**src/rtl/vga_sync.sv**
```systemverilog
// rtl/vga_sync.sv - VGA scan timing generator with pixel-enable divider
// Counters, syncs and video_on move together on the pixel_tick edge.
module vga_sync #(
   parameter int H_DISPLAY = 640,
   parameter int H_FRONT   = 16,
   parameter int H_SYNC    = 96,
   parameter int H_BACK    = 48,
   parameter int V_DISPLAY = 480,
   parameter int V_FRONT   = 10,
   parameter int V_SYNC    = 2,
   parameter int V_BACK    = 33,
   parameter int CLK_DIV   = 4
) (
   input  logic       clk_d,
   input  logic       rst,
   output logic [9:0] pixel_x,
   output logic [9:0] pixel_y,
   output logic       hsync,
   output logic       vsync,
   output logic       video_on,
   output logic       pixel_tick,
   output logic       frame_start
);

   localparam int H_TOTAL = H_DISPLAY + H_FRONT + H_SYNC + H_BACK;
   localparam int V_TOTAL = V_DISPLAY + V_FRONT + V_SYNC + V_BACK;

   localparam logic [3:0] DIV_LAST  = 4'(CLK_DIV - 1);
   localparam logic [9:0] H_LAST    = 10'(H_TOTAL - 1);
   localparam logic [9:0] V_LAST    = 10'(V_TOTAL - 1);
   localparam logic [9:0] H_VIS     = 10'(H_DISPLAY);
   localparam logic [9:0] V_VIS     = 10'(V_DISPLAY);
   localparam logic [9:0] HS_FIRST  = 10'(H_DISPLAY + H_FRONT);
   localparam logic [9:0] HS_LAST   = 10'(H_DISPLAY + H_FRONT + H_SYNC - 1);
   localparam logic [9:0] VS_FIRST  = 10'(V_DISPLAY + V_FRONT);
   localparam logic [9:0] VS_LAST   = 10'(V_DISPLAY + V_FRONT + V_SYNC - 1);

   logic [3:0] div_cnt_q, div_cnt_d;
   logic [9:0] x_q, x_d;
   logic [9:0] y_q, y_d;
   logic       hsync_q, hsync_d;
   logic       vsync_q, vsync_d;
   logic       video_on_q, video_on_d;

   // Gated by rst so a CLK_DIV=1 build does not show a tick while held in reset.
   assign pixel_tick  = !rst && (div_cnt_q == DIV_LAST);
   assign frame_start = pixel_tick && (x_q == H_LAST) && (y_q == V_LAST);

   always_comb begin
      div_cnt_d = (div_cnt_q == DIV_LAST) ? 4'd0 : div_cnt_q + 4'd1;
      x_d       = x_q;
      y_d       = y_q;
      if (pixel_tick) begin
         if (x_q == H_LAST) begin
            x_d = 10'd0;
            y_d = (y_q == V_LAST) ? 10'd0 : y_q + 10'd1;
         end else begin
            x_d = x_q + 10'd1;
         end
      end
      // Decoded from next-state counters so the registered flags line up with them.
      hsync_d    = !((x_d >= HS_FIRST) && (x_d <= HS_LAST));
      vsync_d    = !((y_d >= VS_FIRST) && (y_d <= VS_LAST));
      video_on_d = (x_d < H_VIS) && (y_d < V_VIS);
   end

   always_ff @(posedge clk_d or posedge rst) begin
      if (rst) begin
         div_cnt_q  <= 4'd0;
         x_q        <= 10'd0;
         y_q        <= 10'd0;
         hsync_q    <= 1'b1;
         vsync_q    <= 1'b1;
         video_on_q <= 1'b0;
      end else begin
         div_cnt_q  <= div_cnt_d;
         x_q        <= x_d;
         y_q        <= y_d;
         hsync_q    <= hsync_d;
         vsync_q    <= vsync_d;
         video_on_q <= video_on_d;
      end
   end

   assign pixel_x  = x_q;
   assign pixel_y  = y_q;
   assign hsync    = hsync_q;
   assign vsync    = vsync_q;
   assign video_on = video_on_q;

endmodule

```
**config.mk**
```make
export PLATFORM = sky130hd
export DESIGN_NAME = vga_sync
export DESIGN_NICKNAME = d
export VERILOG_FILES = /design/src/rtl/vga_sync.sv
export SDC_FILE = /design/constraint.sdc
export NUM_CORES = 1
export LEC_CHECK = 0
export BUFFER_PORTS_ARGS = -buffer_cell sky130_fd_sc_hd__buf_2
export CAP_MARGIN = 20
export CELL_PAD_IN_SITES_DETAIL_PLACEMENT = 0
export CELL_PAD_IN_SITES_GLOBAL_PLACEMENT = 1
export CORE_MARGIN = 2
export CORE_UTILIZATION = 39
export CTS_BUF_LIST = sky130_fd_sc_hd__clkbuf_4
export CTS_CLUSTER_DIAMETER = 120
export DETAILED_ROUTE_END_ITERATION = 8
export GPL_ROUTABILITY_DRIVEN = 1
export HOLD_SLACK_MARGIN = 0.15
export PLACE_DENSITY_LB_ADDON = 0.1
export SLEW_MARGIN = 5
export SYNTH_ARGS = -nofsm -noshare
export SYNTH_HDL_FRONTEND = slang
export SYNTH_SLANG_ARGS = --single-unit
```
**constraint.sdc**
```tcl
create_clock -name clk_d -period 2.8 [get_ports clk_d]
set_input_delay 0.14 -clock clk_d [delete_from_list [all_inputs] [get_ports clk_d]]
set_output_delay 0.14 -clock clk_d [all_outputs]
set_load 0.005 [all_outputs]
```
# --- Word level (Yosys, flattened, before mapping) ---
# Cells that the tools add are included.
op_classes:
  add_sub_neg: 3
  order_cmp: 6
  n_reduce_logical: 9
  mux: 6
  eq_ne: 3
op_table:
  columns: ["operator", "count"]
  rows:
  - ["$mux 10", 5]
  - ["$add 10x1->10 const B", 2]
  - ["$eq 10x10->1 const B", 2]
  - ["$ge 10x10->1 const B", 1]
  - ["$ge 10x9->1 const B", 1]
  - ["$le 10x10->1 const B", 1]
  - ["$le 10x9->1 const B", 1]
  - ["$lt 10x10->1 const B", 1]
  - ["$lt 10x9->1 const B", 1]
  - ["$logic_and 1x1->1", 6]
  - ["$add 4x1->4 const B", 1]
  - ["$eq 4x2->1 const B", 1]
  - ["$mux 4", 1]
  - ["$logic_not 1->1", 3]
totals:
  input_bits: 2
  out_inout_bits: 25
  regBits: 27
  wordCells: 33

# --- Depth between registers and ports, before layout ---
depth:
  depth_word: 7
  ltp_mapped: 9
  ltp_nobuf: 8

# --- Worst setup path before layout ---
# No wires, ideal clock.
synth_path:
  path_type: "register to register"
  from: "register div_cnt_q[0]"
  to: "register vsync_q, in the netlist vsync"
  required_ns: 2.706
  setup_ns: 0.094
  path_stages_with_launch: 10
  path_buffers: 1
  synth_period_minus_slack_ns: 2.591
  arrival_time_ns: 2.497
  slack_ns: 0.209
  cell_sequence: "dfrtp_1 ha_1 or4b_4 buf_6 inv_12 nand4_4 or4_1 a21boi_1 o21ai_1 or4b_1"
synth_via:
  elab_chain_len: 6
  word_cells_on_any_way: 7
  classes_between: "order compare (2); eq/ne (1); mux (1); reduce/logical (3)"
synth_rtl:
  columns: ["item", "line_no", "text"]
  rows:
  - ["start, declared", "38", "logic [3:0] div_cnt_q, div_cnt_d;"]
  - ["start signal, assigned", "76", "div_cnt_q <= div_cnt_d;"]
  - ["$eq 4x2->1 *", "46", "assign pixel_tick = !rst && (div_cnt_q == DIV_LAST);"]
  - ["$logic_and 1x1->1 *", "46", null]
  - ["named net pixel_tick", "21", "output logic pixel_tick,"]
  - ["$mux 10 *", "53", "if (pixel_tick) begin"]
  - ["$ge 10x9->1 / $le 10x9->1 (equally long branches)", "63", "vsync_d = !((y_d >= VS_FIRST) && (y_d <= VS_LAST));"]
  - ["$logic_and 1x1->1 *", "63", null]
  - ["$logic_not 1->1 *", "63", null]
  - ["named net vsync_d", "42", "logic vsync_q, vsync_d;"]
  - ["end signal, assigned", "80", "vsync_q <= vsync_d;"]
  - ["end, declared", "42", null]
# The timed path passes the listed nets; every way through them passes the cells marked *.

# --- Worst setup path after layout ---
layout_path:
  from: "register div_cnt_q[0]"
  to: "register video_on_q, in the netlist video_on"
layout_via:
  elab_chain_len: 5
  word_cells_on_any_way: 7
  classes_between: "order compare (2); eq/ne (1); mux (2); reduce/logical (2)"
layout_rtl:
  columns: ["item", "line_no", "text"]
  rows:
  - ["$eq 4x2->1 *", "46", null]
  - ["$logic_and 1x1->1 *", "46", null]
  - ["$mux 10", "53", null]
  - ["$lt 10x10->1 / $lt 10x9->1 (equally long branches)", "64", "video_on_d = (x_d < H_VIS) && (y_d < V_VIS);"]
  - ["$logic_and 1x1->1 *", "64", null]
  - ["named net video_on_d", "43", "logic video_on_q, video_on_d;"]
  - ["end signal, assigned", "81", "video_on_q <= video_on_d;"]
  - ["end, declared", "43", null]
# Marked as above.

==> impl_metrics.ini <==
[pwr]
clock_power_share = 0.254
p_leak_nw = 0.777
power.switching_fraction = 0.269
seq_power_share = 0.635
p_total_mw = 0.707
peakVddDrop_v = 0.000212
cellPowerDensity_nw_per_um2 = 393
netSwitchingPower_mw = 0.190
combinationalPowerShare = 0.111
internal-power_mw = 0.517

[critical_path]
critPathRequiredTime_ns = 3.07
worstSetupStartpointType = flop
critPathMaxFanout = 5
worst-setup-path-type = flop to flop
setup.worst_path.end_class = flop
timing.critical_path.arrival_ns = 2.96

[placed_design]
dpl.cell_count = 233
dpl.hpwl_um = 2530
place.port_buffers = 26
place_congestion = 0.843

[synthesis]
netlist_area_um2 = 1520
syn_nets = 165
yosys-top-cells-area = sky130_fd_sc_hd__dfrtp_1, sky130_fd_sc_hd__nand2_1, sky130_fd_sc_hd__dfstp_2
synthCells = 159
avgSynthCellArea_um2 = 9.54
synth_flop_cell = sky130_fd_sc_hd__dfrtp_1
synth-seq-cells = 27
synth_enable_flop_cells = 0
post_synth_top_area_share = 0.413
synth.largest_area_cell = sky130_fd_sc_hd__dfrtp_1
synth.yosys.seq_area_share = 0.447
synth.lib_cells_used.distinct = 43
synthesis.yosys.warnings = 0
postSynth.asyncResetShare = 1.00

[floorplanning]
fp.coreArea_um2 = 3690
starting_utilization_of_the_core_area = 0.411
die_h_um = 66.4
floorplan.die.width_um = 66.4
io_pins = 27
die_area_um2 = 4400
num_rows = 22

[sta]
post-route-min-period_ns = 2.69
relSlewSlack = 0.684
timing.fmax_mhz = 372
pin_slew_with_the_least_headroom_to_its_limit_ns = 0.470
fin_skew_ns = 0.00758
post-route-period-util = 0.960
final-setup-viol-count = 0
timing.final.hold_violations = 0
final_count_of_pins_violating_max_slew = 0

[cts]
clkTransAtPathRegs_ns = 0.15
clock_tree.htree_level_count = 1
clock-root-buffer = sky130_fd_sc_hd__clkbuf_4
cts_tree = built
cts_inserted_buffers = 3
skew_pair_late_insertion_delay_ns = 0.32
clock_sinks = 27
clock_tree.buffer_depth = 2

[job]
cap_violations = 0

[global_route]
first_global_vias = 1208
grt_antenna_before_repair = 0
grt.total_usage = 0.172
grt_max_degree = 28
grt-ovfl-total = 0
grt_first_pass_wirelength_um = 5840

[finish]
final_core_util = 0.487
fillCellCount = 383
post_route_cells_drive_above_1_share = 0.223
n_antenna_cell = 0
num-nets-final = 200
final_common_cell = sky130_fd_sc_hd__buf_2
commonest_cells_after_routing_fill_and_taps_aside = sky130_fd_sc_hd__buf_2, sky130_fd_sc_hd__dfrtp_1, sky130_fd_sc_hd__nand2_1, sky130_fd_sc_hd__o21ai_0, sky130_fd_sc_hd__nor2_1
layout-area-overhead-vs-synth_pct = 18.6
finish.cell_count_without_fillers = 241

[detailed_routing]
post_drt_via_cell_ratio = 5.55
routedWlPerCell_um = 14.3
dr_total_vias = 1337
post_route_ant_nets = 0
remaining_drc_errors = 0
violation_count_after_the_first_detailed_route_iteration = 148
detail_route.wirelength_um = 3450
detail_route.first_pass.iterations = 4

[status]
outcome = finished, final reports clean

[hold_path]
path_category_of_the_worst_min_delay_check = primary input to asynchronous set/reset pin
-- sequential cells by signal (all words and copies together) (netlist names) --
signal	flops
pixel_x	10
pixel_y	10
div_cnt_q	4
hsync	1
video_on	1
vsync	1
-- power by group through the flow --
stage                     Combinational, mW  Sequential (mW)  Clock, mW
after global routing                 0.0883            0.455      0.196
after CTS                            0.0755            0.449      0.187
final                                0.0785            0.449      0.179
after detailed placement             0.0741            0.457          0
after floorplan                      0.0361            0.452          0
after global placement               0.0731            0.454          0
-- per-layer routing --
| metal | share of wire | global-route usage |
|---|---|---|
| met1 | 0.49 | 0.245 |
| met2 | 0.47 | 0.275 |
| met3 | 0.036 | 0.0204 |
| met4 | 0.011 | 0.0459 |
| met5 | 0 | 0 |
-- metrics by stage --
step           cell area [um^2]  setup TNS (ns)  hold slack, ns  setup WS [ns]
4_1_cts                    1750               0           0.467          0.102
6_report                   1800               0           0.296          0.111
3_3_place_gp               1710               0           0.437          0.173
2_1_floorplan              1520               0           0.191          0.209
3_5_place_dp               1710               0           0.447          0.143
5_1_grt                    1800         -0.0173           0.312       -0.00877
-- timing repair --
| action | in CTS | in global routing |
|---|---|---|
| gates resized for setup | 0 | 2 |
| hold buffers | 1 | 0 |
| endpoints found under the setup margin | 0 | 3 |
| buffers inserted | 0 | 2 |
| endpoints found under the hold margin | 25 | 0 |
-- cell type report --
cell class / count / area [um^2] / area share
inverter: 9 / 46.3 / 0.0257
tap: 48 / 60.1 / 0.0334
clock buffer: 4 / 30.0 / 0.0167
timing repair buffer: 32 / 198 / 0.110
sequential: 27 / 678 / 0.377
multi-input combinational: 121 / 786 / 0.437
-- worst paths after layout --
kind                              start      endpoint  slack, ns  depth (start not counted)
min in group clk_d         div_cnt_q[0]  div_cnt_q[0]       0.49                          1
setup reg to reg           div_cnt_q[0]      video_on       0.11                          7
hold / removal                      rst  div_cnt_q[0]       0.30                          3
max in group asynchronous           rst         vsync       2.01                          4
setup / recovery           div_cnt_q[0]      video_on       0.11                          7
hold reg to reg            div_cnt_q[0]  div_cnt_q[0]       0.49                          1
-- worst max-delay path, stage by stage (launching register included) --
cell                       delay, ns
sky130_fd_sc_hd__dfrtp_1        0.41
sky130_fd_sc_hd__ha_2           0.21
sky130_fd_sc_hd__or4b_4         0.55
sky130_fd_sc_hd__or4b_1         0.66
sky130_fd_sc_hd__o311ai_0       0.36
sky130_fd_sc_hd__a211oi_1       0.12
sky130_fd_sc_hd__o21ai_1        0.11
sky130_fd_sc_hd__and4b_1        0.20
-- kinds of logic (layout without fill, tap and decap cells) --
group,Yosys count,count (layout),share of synthesized area
adder cells (fa/ha/maj),4,4,0.0330
AND/OR/NAND/NOR,76,76,0.294
flip-flops,27,27,0.447
buffers and inverters,11,45,0.0404
XOR/XNOR,9,9,0.0520
AO/OA/AOI/OAI,32,32,0.134
-- cells in the mapped netlist (all sizes together) (2+ instances only) --
cell type / count
dfrtp: 25
nand2: 20
o21ai: 11
nor2: 10
inv: 9
nand3: 9
nor3: 7
nand4: 5
xor2: 5
a21oi: 4
and4: 4
ha: 4
o31ai: 4
xnor2: 4
a31oi: 3
and2: 3
or4: 3
or4b: 3
a21boi: 2
a21o: 2
and3: 2
dfstp: 2
nor4: 2
nor4b: 2
or3: 2
Power figures use the tool's default switching activity.
